### config.mk
export PLATFORM = sky130hd
export DESIGN_NAME = calc_zbuf_flat
export DESIGN_NICKNAME = d
export VERILOG_FILES = /design/src/rtl/calc_zbuf_if.sv /design/src/rtl/calc_zbuf.sv /design/src/flat_wrapper.sv
export SDC_FILE = /design/constraint.sdc
export NUM_CORES = 1
export LEC_CHECK = 0
export ABC_AREA = 1
export BUFFER_PORTS_ARGS = -buffer_cell sky130_fd_sc_hd__buf_2
export CORE_ASPECT_RATIO = 1.75
export CORE_MARGIN = 5
export CORE_UTILIZATION = 65
export CTS_CLUSTER_DIAMETER = 40
export DETAILED_ROUTE_END_ITERATION = 12
export PLACE_DENSITY = 0.85
export REMOVE_ABC_BUFFERS = 1
export SYNTH_ARGS = -nofsm -noshare
export SYNTH_HDL_FRONTEND = slang
export SYNTH_SLANG_ARGS = --single-unit
### constraint.sdc
create_clock -name clk -period 6.45 [get_ports clk]
set_input_delay 1.29 -clock clk [delete_from_list [all_inputs] [get_ports clk]]
set_output_delay 1.29 -clock clk [all_outputs]
set_load 0.005 [all_outputs]
### src/rtl/calc_zbuf_if.sv
// calc_zbuf handshake bundle: calc results in,
// buffered results out, throttle and occupancy.
interface calc_zbuf_if #(
  parameter int DEPTH = 16
);
  logic [31:0]              Z;
  logic                     pushZ;
  logic [31:0]              Zo;
  logic                     pushZo;
  logic                     stopZo;
  logic                     hold;
  logic [$clog2(DEPTH):0]   level;

  modport master (
    output Z, pushZ, stopZo,
    input  Zo, pushZo, hold, level
  );

  modport slave (
    input  Z, pushZ, stopZo,
    output Zo, pushZo, hold, level
  );
endinterface

### src/rtl/calc_zbuf.sv
// calc_zbuf: result FIFO behind calc with early hold.
// Optional drop tracking under CALC_ZBUF_OVF_EN.
module calc_zbuf #(
  parameter int DEPTH       = 16,
  parameter int HOLD_MARGIN = 9
) (
  input  logic         clk,
  input  logic         rst,
  calc_zbuf_if.slave   bus
`ifdef CALC_ZBUF_OVF_EN
  ,
  output logic         ovf,
  output logic [15:0]  ovf_cnt
`endif
);

  localparam int AW = $clog2(DEPTH);
  localparam int CW = AW + 1;
  localparam logic [CW-1:0] FULL_C =
    CW'(DEPTH);
  localparam logic [CW-1:0] HOLD_C =
    CW'(DEPTH - HOLD_MARGIN);

  logic [31:0]   mem [DEPTH];
  logic [AW-1:0] wp;
  logic [AW-1:0] rp;
  logic [CW-1:0] cnt;
  logic [CW-1:0] cnt_nxt;
  logic          hold_q;
  logic          pop;
  logic          wr;

  // Pop needs a head; a write needs space or a pop
  // freeing a slot on the same edge.
  always_comb begin
    pop = (cnt != '0) && !bus.stopZo;
    wr  = bus.pushZ && ((cnt != FULL_C) || pop);
    unique case ({wr, pop})
      2'b10:   cnt_nxt = cnt + 1'b1;
      2'b01:   cnt_nxt = cnt - 1'b1;
      default: cnt_nxt = cnt;
    endcase
  end

  // Pointers, occupancy and registered hold.
  always_ff @(posedge clk or negedge rst) begin
    if (!rst) begin
      wp     <= '0;
      rp     <= '0;
      cnt    <= '0;
      hold_q <= 1'b0;
    end else begin
      if (wr)
        wp <= wp + 1'b1;
      if (pop)
        rp <= rp + 1'b1;
      cnt    <= cnt_nxt;
      hold_q <= (cnt_nxt >= HOLD_C);
    end
  end

  // Storage array, deliberately not reset.
  always_ff @(posedge clk) begin
    if (wr)
      mem[wp] <= bus.Z;
  end

  assign bus.pushZo = (cnt != '0);
  assign bus.Zo     = (cnt != '0) ? mem[rp]
                                  : 32'h0;
  assign bus.hold   = hold_q;
  assign bus.level  = cnt;

`ifdef CALC_ZBUF_OVF_EN
  logic drop;

  assign drop = bus.pushZ && !wr;

  // Sticky flag and saturating count of drops.
  always_ff @(posedge clk or negedge rst) begin
    if (!rst) begin
      ovf     <= 1'b0;
      ovf_cnt <= '0;
    end else if (drop) begin
      ovf <= 1'b1;
      if (ovf_cnt != 16'hFFFF)
        ovf_cnt <= ovf_cnt + 16'd1;
    end
  end
`endif

endmodule

### src/flat_wrapper.sv
// flat-port wrapper written by rule: the top's interface ports become plain ports
module calc_zbuf_flat 
#(
  parameter int DEPTH       = 16,
  parameter int HOLD_MARGIN = 9
)
  (clk, rst, bus_Z, bus_pushZ, bus_stopZo, bus_Zo, bus_pushZo, bus_hold, bus_level);
  calc_zbuf_if #(.DEPTH(DEPTH)) bus_i ();
  input  logic clk;
  input  logic rst;
  input wire logic [$bits(bus_i.Z)-1:0] bus_Z;
  input wire logic [$bits(bus_i.pushZ)-1:0] bus_pushZ;
  input wire logic [$bits(bus_i.stopZo)-1:0] bus_stopZo;
  output wire logic [$bits(bus_i.Zo)-1:0] bus_Zo;
  output wire logic [$bits(bus_i.pushZo)-1:0] bus_pushZo;
  output wire logic [$bits(bus_i.hold)-1:0] bus_hold;
  output wire logic [$bits(bus_i.level)-1:0] bus_level;
  assign bus_i.Z = bus_Z;
  assign bus_i.pushZ = bus_pushZ;
  assign bus_i.stopZo = bus_stopZo;
  assign bus_Zo = bus_i.Zo;
  assign bus_pushZo = bus_i.pushZo;
  assign bus_hold = bus_i.hold;
  assign bus_level = bus_i.level;
  calc_zbuf #(.DEPTH(DEPTH), .HOLD_MARGIN(HOLD_MARGIN)) u_core (.clk(clk), .rst(rst), .bus(bus_i));
endmodule
==> metrics.txt <==
critical path fanouts, max=164; Final min period=4.89 ns; Fmax=0.205 GHz; routed len/inst=22.5 um; Core Region=32900 sq um; Residual DRC=0; power after layout=10.6 mW; hpwl dp=24900 um; drt total wl=50500 um; CTS hold repair buffers=0; Pre-antenna DRT Iters=6; MaxCap Viol Count=0; RSZ-0062 raised after global routing=false; num rows=88; overall via count from detail_route=14187; outcome=complete, no violations; WP data required=5.16 ns; Max-slew headroom=31.7%; Mapped Cells=1763; CP Cell Sequence=inv_8, buf_12, nand2_1, nand3_1, nand2_1, a21oi_1, o31ai_1, a21oi_1, buf_2; syn avg cell area=12.3 sq um; H-Tree Depth=2; CTS tree=done; top cell type's share of synthesized area=71.1%; clock latency on the worst-skew pair=0.56 ns; I/O pins=75; largest net degree at the start of global routing=165; worst min-delay path class=register to register; Starting Density=65.7%; Total Routing Usage GR=27.0%; FILL cells=1918; Nets=1845; initial antenna violation count=3; Crit-path slowest cell=inv_8; dominant cell type by area after synthesis=edfxtp_1; via-per-instance ratio=6.33; Crit path largest cell delay=0.85 ns; Reg clk slew, reported paths=0.07 ns; first-pass GRT wire length=76800 um; Synth Cell Area=21600 sq um; Worst Tran Pin Value=1.02 ns; top area cells in the synthesized netlist=edfxtp_1, nand2_1, nand3_1; Peak supply drop=0.324 mV; area grow syn2layout=8.74%; Final ANT Viol Nets=0; root buffer cell=clkbuf_16; cts bufs inserted=43; most frequent cells in the layout=nand2_1, edfxtp_1, nand3_1; vias in the first global route=14345; Tcrit/Tclk final=75.8%; final setup violating endpoints=0; die area=37200 sq um; placed inst area=22100 sq um; Die Wd=148 um; gp weighted congestion=0.765; Die H=251 um; cell area after layout=23500 sq um; gr ovfl total=0; #FFs+latches synth=526; layout cells sized above 1=12.7%; pwr/cell area=451 nW/um^2; Post-CTS Setup Inserts=0; critical path startpoint category=register; Leakage=8.53 nW; library cells used by synthesis=27; Final Max Tran Viols=0; post-CTS sizing=0; Crit Path Class=register to output pin; Worst Hold Slack=0.573 ns; CTS max path bufs=3; PortBufs=74; yosys warns=0; final core occ=71.4%; element type at the critical path end=output pin; final hold vios=0; commonest non-fill, non-tap cell in the layout=nand2_1; CP arrival=3.60 ns; clock sink count=526; register area share after synthesis=72.7%; Final Skew=0.0129 ns; DRT iter0 DRCs=1934
-- cells in the mapped netlist --
library cell,number
a21oi_1,98
buf_1,6
buf_12,5
buf_2,34
buf_4,13
buf_6,23
clkbuf_1,27
clkinv_1,1
dfrtp_1,14
edfxtp_1,512
fa_1,1
ha_1,8
inv_1,13
inv_2,2
inv_6,1
nand2_1,545
nand2_2,32
nand3_1,254
nand3_2,14
nand3b_1,1
nand4_1,2
nor2_1,82
nor2_2,1
o21ai_0,34
o21ai_1,1
o31ai_1,32
xor2_1,7
-- cell type report --
| cell class | count | area [sq um] | area share (%) |
|---|---|---|---|
| Sequential cell | 526 | 15700 | 66.9 |
| Inverter | 17 | 73.8 | 0.314 |
| Clock inverter | 27 | 269 | 1.14 |
| Tap cell | 405 | 507 | 2.16 |
| Multi-Input combinational cell | 1112 | 5200 | 22.1 |
| Timing Repair Buffer | 100 | 578 | 2.46 |
| Clock buffer | 50 | 1140 | 4.87 |
| Antenna cell | 4 | 10.0 | 0.0426 |
-- metal layers --
| metal | GRT usage [%] | part of all wire [%] | vias up | routed length [um] |
|---|---|---|---|---|
| li1 | - | - | 6291 | - |
| met1 | 32.7 | 33 | 6779 | 16900 |
| met2 | 46.6 | 52 | 931 | 26300 |
| met3 | 4.45 | 9.6 | 184 | 4830 |
| met4 | 14.6 | 5.0 | 2 | 2530 |
| met5 | 0 | 0.026 | - | 13 |
-- sequential cells by signal (all words and copies together) (netlist names) --
register	count
u_core.bus.hold	1
u_core.rp	4
u_core.mem	512
u_core.bus.level	5
u_core.wp	4
-- worst paths after layout --
check | start | end | slack (ns) | cells after the start
setup / recovery | u_core.rp[0] | bus_Zo[25] | 1.56 | 9
hold / removal | u_core.bus.level[4] | u_core.bus.level[4] | 0.57 | 2
setup reg to reg | u_core.bus.level[0] | u_core.mem[15][3] | 3.80 | 7
hold reg to reg | u_core.bus.level[4] | u_core.bus.level[4] | 0.57 | 2
max in group asynchronous | rst | u_core.rp[1] | 5.50 | 1
min in group asynchronous | rst | u_core.rp[0] | 0.64 | 1
-- power breakdown --
| part | total [mW] | internal, mW | switching (mW) |
|---|---|---|---|
| clock network | 2.63 | 1.48 | 1.15 |
| logic | 3.60 | 1.08 | 2.52 |
| registers | 4.37 | 4.12 | 0.250 |
| total | 10.6 | 6.69 | 3.91 |
-- metrics by stage --
step                      TNS, ns  cells  setup slack [ns]
after floorplan            -49.03   1655             -1.53
after global placement          0   2160              2.30
after detailed placement        0   2160              2.26
after CTS                       0   2237              1.57
after global routing            0   2239              1.35
final                           0   2241              1.56
-- worst max-delay path: cells and delay by family (launching register included) --
family,cells,cell delay [ns]
buf+inv,3,1.44
simple gates,3,0.28
compound gates,3,0.47
flops,1,0.78
-- cell families after synthesis --
logic type      synth area share (%)
compound gates                  4.19
xor+xnor                       0.284
fa+ha+maj                      0.556
buf+inv                         3.79
flops                           72.7
simple gates                    18.5
No activity file was read; power rests on OpenSTA's default activity.
